**config.mk**
```make
export PLATFORM = sky130hd
export DESIGN_NAME = hex_display_scanner
export DESIGN_NICKNAME = d
export VERILOG_FILES = /design/src/rtl/hex_display_scanner_pkg.sv /design/src/rtl/hex_display_scanner_scan_tick_gen.sv /design/src/rtl/hex_display_scanner.sv
export SDC_FILE = /design/constraint.sdc
export NUM_CORES = 1
export LEC_CHECK = 0
export ABC_AREA = 1
export BUFFER_PORTS_ARGS = -buffer_cell sky130_fd_sc_hd__buf_4
export CAP_MARGIN = 10
export CORE_UTILIZATION = 25
export DETAILED_ROUTE_END_ITERATION = 16
export GPL_ROUTABILITY_DRIVEN = 0
export GPL_TIMING_DRIVEN = 0
export SYNTH_ARGS = -nofsm -noshare
export SYNTH_HDL_FRONTEND = slang
export SYNTH_SLANG_ARGS = --single-unit
```
**constraint.sdc**
```tcl
create_clock -name clk -period 1.85 [get_ports clk]
set_input_delay 0.37 -clock clk [delete_from_list [all_inputs] [get_ports clk]]
set_output_delay 0.37 -clock clk [all_outputs]
set_load 0.005 [all_outputs]
```
**src/rtl/hex_display_scanner_pkg.sv**
```systemverilog
// Shared types and constants for the multiplexed hex display scanner.
package hex_display_scanner_pkg;

  localparam int unsigned DEF_DIGITS = 4;
  localparam int unsigned DEF_DIV    = 50000;
  localparam int unsigned NIBBLE_W   = 4;

  typedef enum logic {
    ST_IDLE = 1'b0,
    ST_SCAN = 1'b1
  } scan_state_e;

  // Counter width able to hold 0..n-1, never narrower than one bit.
  function automatic int unsigned cnt_width(input int unsigned n);
    return (n > 1) ? $clog2(n) : 1;
  endfunction

endpackage

```
**src/rtl/hex_display_scanner_scan_tick_gen.sv**
```systemverilog
// Digit-slot prescaler: counts 0..DIV-1 while enabled, tick on the last count.
module scan_tick_gen
  import hex_display_scanner_pkg::*;
#(
  parameter int unsigned DIV = DEF_DIV
) (
  input  logic clk,
  input  logic rst,
  input  logic en,
  output logic tick
);

  localparam int unsigned      CNT_W   = cnt_width(DIV);
  localparam logic [CNT_W-1:0] CNT_MAX = CNT_W'(DIV - 1);

  logic [CNT_W-1:0] cnt_q;
  logic [CNT_W-1:0] cnt_d;

  always_comb begin
    cnt_d = '0;
    tick  = 1'b0;
    if (en) begin
      if (cnt_q == CNT_MAX) begin
        tick = 1'b1;
      end else begin
        cnt_d = cnt_q + CNT_W'(1);
      end
    end
  end

  always_ff @(posedge clk or posedge rst) begin
    if (rst) begin
      cnt_q <= '0;
    end else begin
      cnt_q <= cnt_d;
    end
  end

endmodule

```
**src/rtl/hex_display_scanner.sv**
```systemverilog
// Scans a DIGITS-wide hex value onto a shared nibble bus with active-low anodes;
// new values are double-buffered and committed only at frame boundaries.
module hex_display_scanner
  import hex_display_scanner_pkg::*;
#(
  parameter int unsigned DIGITS   = DEF_DIGITS,
  parameter int unsigned DIV      = DEF_DIV,
  parameter bit          LZ_BLANK = 1'b1
) (
  input  logic                         clk,
  input  logic                         rst,
  input  logic                         load_valid,
  output logic                         load_ready,
  input  logic [NIBBLE_W*DIGITS-1:0]   load_data,
  output logic [NIBBLE_W-1:0]          nibble,
  output logic [DIGITS-1:0]            an,
  output logic                         blank,
  output logic                         frame_done
);

  localparam int unsigned       IDX_W     = cnt_width(DIGITS);
  localparam int unsigned       DATA_W    = NIBBLE_W * DIGITS;
  localparam logic [IDX_W-1:0]  IDX_LAST  = IDX_W'(DIGITS - 1);
  localparam logic [DIGITS-1:0] ANODE_OFF = '1;

  scan_state_e          state_q, state_d;
  logic [IDX_W-1:0]     idx_q, idx_d;
  logic [DATA_W-1:0]    disp_q, disp_d;
  logic [DATA_W-1:0]    pend_q, pend_d;
  logic                 pend_v_q, pend_v_d;
  logic [NIBBLE_W-1:0]  nibble_q, nibble_d;
  logic [DIGITS-1:0]    an_q, an_d;
  logic                 blank_q, blank_d;
  logic                 frame_done_q, frame_done_d;

  logic tick;
  logic commit;
  logic accept;
  logic upper_nz;

  scan_tick_gen #(
    .DIV (DIV)
  ) u_tick (
    .clk  (clk),
    .rst  (rst),
    .en   (state_q == ST_SCAN),
    .tick (tick)
  );

  always_comb begin
    state_d      = state_q;
    idx_d        = idx_q;
    disp_d       = disp_q;
    pend_d       = pend_q;
    pend_v_d     = pend_v_q;
    commit       = 1'b0;
    frame_done_d = 1'b0;
    nibble_d     = '0;
    an_d         = ANODE_OFF;
    blank_d      = 1'b1;
    upper_nz     = 1'b0;

    case (state_q)
      ST_IDLE: begin
        if (pend_v_q) begin
          commit  = 1'b1;
          state_d = ST_SCAN;
          idx_d   = '0;
        end
      end
      ST_SCAN: begin
        if (tick) begin
          if (idx_q == IDX_LAST) begin
            idx_d        = '0;
            frame_done_d = 1'b1;
            commit       = pend_v_q;
          end else begin
            idx_d = idx_q + IDX_W'(1);
          end
        end
      end
      default: state_d = ST_IDLE;
    endcase

    if (commit) begin
      disp_d   = pend_q;
      pend_v_d = 1'b0;
    end

    // The committing cycle frees the buffer, so a held load slips in behind it.
    load_ready = !rst && (!pend_v_q || commit);
    accept     = load_valid && load_ready;
    if (accept) begin
      pend_d   = load_data;
      pend_v_d = 1'b1;
    end

    if (state_d == ST_SCAN) begin
      nibble_d = disp_d[NIBBLE_W*idx_d +: NIBBLE_W];
      an_d     = ~(DIGITS'(1) << idx_d);
      for (int unsigned i = 0; i < DIGITS; i++) begin
        if ((i >= 32'(idx_d)) && (disp_d[NIBBLE_W*i +: NIBBLE_W] != '0)) begin
          upper_nz = 1'b1;
        end
      end
      blank_d = LZ_BLANK && (idx_d != '0) && !upper_nz;
    end
  end

  always_ff @(posedge clk or posedge rst) begin
    if (rst) begin
      state_q      <= ST_IDLE;
      idx_q        <= '0;
      disp_q       <= '0;
      pend_q       <= '0;
      pend_v_q     <= 1'b0;
      nibble_q     <= '0;
      an_q         <= ANODE_OFF;
      blank_q      <= 1'b1;
      frame_done_q <= 1'b0;
    end else begin
      state_q      <= state_d;
      idx_q        <= idx_d;
      disp_q       <= disp_d;
      pend_q       <= pend_d;
      pend_v_q     <= pend_v_d;
      nibble_q     <= nibble_d;
      an_q         <= an_d;
      blank_q      <= blank_d;
      frame_done_q <= frame_done_d;
    end
  end

  assign nibble     = nibble_q;
  assign an         = an_q;
  assign blank      = blank_q;
  assign frame_done = frame_done_q;

endmodule

```
# After elaboration in Yosys (flattened, before gate mapping)

Cells that the tools add are included.

Bits in registers: 62
Output and inout bits: 11
Input port bits: 19
Logic and storage cells: 64

Shifts and indexed selects: 2
Bitwise logic cells: 2
Multiplexer cells: 27
Order comparisons: 3
Equality and inequality tests: 2
$add $sub $neg: 2
Reduce and logical (&&, ||, !) cells: 16

Operator list:

| kind                    | count |
|---|---|
| $mux W16                | 3 |
| $mux W1                 | 17 |
| $add A16 B1 Y16 const B | 1 |
| $eq A16 B16 Y1 const B  | 1 |
| $reduce_bool A4 Y1      | 4 |
| $shiftx A16 B5 Y4       | 1 |
| $mux W4                 | 2 |
| $logic_and A1 B1 Y1     | 6 |
| $mux W2                 | 3 |
| $ge A1 B2 Y1 const A    | 2 |
| $not A4 Y4              | 1 |
| $pmux W2 S2             | 1 |
| $reduce_bool A2 Y1      | 2 |
| $shl A1 B2 Y4 const A   | 1 |
| $logic_not A1 Y1        | 3 |
| $add A2 B1 Y2 const B   | 1 |
| $eq A2 B2 Y1 const B    | 1 |
| $ge A2 B2 Y1 const A    | 1 |
| $pmux W1 S2             | 1 |
| $logic_or A1 B1 Y1      | 1 |
| $not A1 Y1              | 1 |

# Logic depth before layout (Yosys ltp)

Depth after elaboration: 16
Mapped depth: 15
Mapped depth without buffers: 14

# By module

From an unflattened synthesis, not the netlist that was laid out.

Cell total of the unflattened synthesis: 363
Area, all modules: 2,952.8 sq um

By module, submodules not included:

| module              | area an instance (sq um) | instances | sequential area each (sq um) | cells an instance |
|---|---|---|---|---|
| hex_display_scanner | 2,033.2                  | 1         | 1,157.4                      | 240 |
| scan_tick_gen       | 919.6                    | 1         | 400.4                        | 123 |

# Least setup slack after synthesis

No wires, ideal clock.

Kind: reg2out
From: reg u_tick.cnt_q[0]
To: out load_ready
Path slack: -0.052 ns
Stages on the path, launching flop included: 9
Path buffers: 1
Data arrival time: 1.532 ns
Data required time: 1.480 ns
Cells stage by stage: dfrtp_1 ha_1 nand3_2 nor2_2 nand2_2 o21bai_4 nand2_4 a21oi_4 buf_4

Word-level cells in the longest chain between the ends: 7

Ends and longest elaborated chain:

| element                | RTL line                                | source |
|---|---|---|
| start, declared        | hex_display_scanner_scan_tick_gen.sv:16 | `logic [CNT_W-1:0] cnt_q;` |
| start signal, assigned | hex_display_scanner_scan_tick_gen.sv:35 | `cnt_q <= cnt_d;` |
| $eq A16 B16 Y1         | hex_display_scanner_scan_tick_gen.sv:23 | `if (cnt_q == CNT_MAX) begin` |
| $mux W1                | hex_display_scanner_scan_tick_gen.sv:23 |  |
| $mux W1                | hex_display_scanner_scan_tick_gen.sv:22 | `if (en) begin` |
| $mux W1                | hex_display_scanner.sv:72               | `if (tick) begin` |
| $pmux W1 S2            | hex_display_scanner.sv:63               | `case (state_q)` |
| $logic_or A1 B1 Y1     | hex_display_scanner.sv:91               | `load_ready = !rst && (!pend_v_q \|\| commit);` |
| $logic_and A1 B1 Y1    | hex_display_scanner.sv:91               |  |
| end, declared          | hex_display_scanner.sv:13               | `output logic load_ready,` |

Every way passes these cells.

# Worst setup path in the final report

From: reg u_tick.cnt_q[12]
To: out load_ready

The elaborated chain is that of the path after synthesis.

==> summary.txt <==
Setup path
  • Crit path to: load_ready
  • Crit-path max cell delay: 380 ps
  • CP max FO: 3
  • Worst flop-to-flop path startpoint: u_tick.cnt_q[12]
  • Worst setup path class: reg -> out
  • Cell family with most CP delay: simple AND/OR/NAND/NOR gates
  • CP most frequent cell: buf_6
  • Cell count along the critical path: 9
  • Critical path data arrival time: 1800 ps
  • R2r worst-path depth: 13
  • Crit-path cells: nor2_1 > nand2_1 > nor2_2 > nand2_2 > o21bai_4 > nand2_4 > a21oi_4 > buf_6 > buf_6
  • Startpoint Class: flop
  • Critical path origin: u_tick.cnt_q[12]
  • Worst reg2reg setup slack: -200 ps
  • Worst path bufs/invs: 2
  • Critical Path End Type: primary output
  • CP required: roughly 1500 ps
  • RR Endpoint: nibble[0]
  • Slowest CP cell: dfrtp_1

Floorplanning
  • Width of the die: 110 µm
  • Die Ht: about 110 µm
  • Die outline area: roughly 12000 µm²
  • Initial Utilization: a little over a quarter
  • Num rows: 38
  • IO Count: 30
  • Core Box Area: roughly 11000 µm²

Detailed routing
  • First drt pass iteration count: 4
  • Routed WL: ~6800 µm
  • Average wire per standard cell: 12.3 µm
  • Drt drc: 0
  • Vias/cell: about 4.3
  • Via count: ~2400
  • Antenna Nets Post-Route: 0
  • Initial DRC Count: 74

STA
  • Clock skew: around 8.1 ps
  • Max_slew headroom: between 50% and 60%
  • Hold Fails Final Rpt: 0
  • Unrepaired setup endpoints after global routing: true
  • Fmax achieved: 461 MHz
  • Setup ws final: -321 ps
  • Setup Viol. Count Final: 21
  • Slew Viols, Final: 0
  • Worst-Margin Slew: between 600 and 700 ps
  • Final worst path period need: 2170 ps
  • Crit share post-route: 117%

GRT
  • First-pass GRT wire length: ~11000 µm
  • GRT Total Usage: roughly an eighth
  • Number of global-route vias before repair: 2313
  • Gr ovfl total: 0
  • Antenna violations before repair: 0
  • Pin count of the biggest net entering global routing: 34

Yosys
  • Yosys reg bits: 62
  • Synth area leader: dfrtp_1
  • Yosys warnings: 0
  • Post-Synthesis Net Count: roughly 360
  • Synth top area share: just under 50%
  • Post-synth design cell area: between 2000 and 3000 µm²
  • Sequential share of the synthesized area: a little over half
  • Synth cell types: 36
  • Area contributors post-synth: dfrtp_1 49%, nand2_1 14%, nand3_1 6.7%, dfstp_2 4.5%, nor2_1 4.0%
  • Post-Syn Instances: 337
  • Syn avg cell area: 8.59 µm²

Final layout
  • Nets: approximately 430
  • Commonest non-fill, non-tap cell in the layout: nand2_1
  • Layout cells sized above 1: approximately a third
  • Area grow syn2layout: 39.7%
  • N_diodes: 0
  • Most frequent cells in the layout: 97 x nand2_1, 56 x dfrtp_1, 54 x buf_4, 38 x nand3_1, 25 x inv_1
  • Post-Route Utilization: 36.5%

Outcome
  • Failing checks: negative setup slack
  • Status: finished, violations left

Pwr
  • Total power: 3.68 mW
  • Peak supply drop: 0.474 mV
  • Leakage: 2.02 nW
  • PwrDens: ~900 nW/µm²

Clock tree
  • CTS root buffer: clkbuf_16
  • CTS sink cnt: 62
  • H-tree depth: 3
  • CTS tree: done
  • Clock buffer count from CTS: 9
  • Clk buf depth: 2
  • Clk slew on worst S/H paths: 50 ps
  • Worst-skew pair later-pin latency: between 300 and 400 ps

Hold path
  • Worst min-delay path category: in -> async

Place
  • Pre-CTS WS: -292 ps
  • Port bufs: 28
  • DP HPWL: between 4000 and 5000 µm

Job
  • Max-cap violations: 0
[power breakdown]
group	switching [mW]	internal [mW]
combinational	0.190	0.153
sequential	0.115	1.52
clock	0.587	1.11
[layer usage]
layer  GRT usage (%)  vias to the layer above  part of all wire, %
li1                -                     1215                    -
met1            16.5                     1120                   49
met2            18.6                       46                   47
met3            4.09                        8                  3.5
met4            4.38                        0                  1.1
met5               0                        -                    0
[through the flow]
step / instance area (µm²) / hold slack, ps / setup TNS [ps] / std cells
2_1_floorplan: 2920 / 438 / 0 / 337
3_3_place_gp: 3310 / 459 / -2470 / 505
3_5_place_dp: 3330 / 463 / -2880 / 506
4_1_cts: 3850 / 174 / -1550 / 539
5_1_grt: 4040 / 208 / -5440 / 551
6_report: 4040 / 157 / -2780 / 551
[how the worst min path moves through the flow]
stage	to	slack (ps)	cells past startpoint	from
2_1_floorplan	disp_q[0]	440	2	disp_q[0]
5_1_grt	pend_q[3]	210	2	rst
4_1_cts	pend_q[3]	170	2	rst
3_3_place_gp	pend_q[9]	460	2	pend_q[9]
6_report	pend_q[3]	160	2	rst
3_5_place_dp	pend_q[8]	460	2	pend_q[8]
[cell usage after synthesis]
cell type  instances
a211oi_1           3
nand3_1           39
a31oi_1            1
nor3_1             6
buf_6              4
a21oi_1            4
nor3b_1            1
inv_2              5
nor2_4             2
xor2_1             2
nor2_1            31
a21oi_4            1
nor4_1             1
nand2_2            6
or2_2              1
inv_1             26
nand4_1            4
o21bai_4           1
buf_2              2
nand2b_1           1
xnor2_1            1
o221a_2            1
dfrtp_1           57
nand2_1          106
buf_4              1
nand3_2            1
o21ai_2            4
a21boi_2           1
dfstp_2            5
clkbuf_1           4
o21ai_0            4
nor2_2             2
o21a_1             4
ha_1               2
nand2_4            2
o21ai_1            1
[flip-flops by register name, indices dropped and copies added, names as in the netlist]
name and flops:
nibble 4, idx_q 2, frame_done 1, pend_v_q 1, u_tick.cnt_q 16, an 4
blank 1, pend_q 16, disp_q 16, state_q 1
[what timing repair did]
item / CTS / global route
hold buffers: 0 / 0
setup endpoints to repair: 27 / 33
resized for setup: 22 / 21
pin swaps: 9 / 12
setup buffers: 17 / 11
gates cloned: 0 / 1
[logic make-up after synthesis]
| kind of cell | share of synthesized area, % |
|---|---|
| compound gates | 6.78 |
| xor+xnor | 0.908 |
| fa+ha+maj | 0.864 |
| buf+inv | 6.70 |
| flops | 53.8 |
| simple gates | 30.9 |
[cell type report]
class                   count  area (µm²)
plain buffers              11        93.8
flip-flops and latches     62        1560
well taps                 140         175
fillers                  1128        7030
clock buffers              12         256
repair buffers             58         473
inverters                  31         120
clock inverters             4        45.0
multi-input cells         233        1320
No activity file was read; power rests on OpenSTA's default activity.
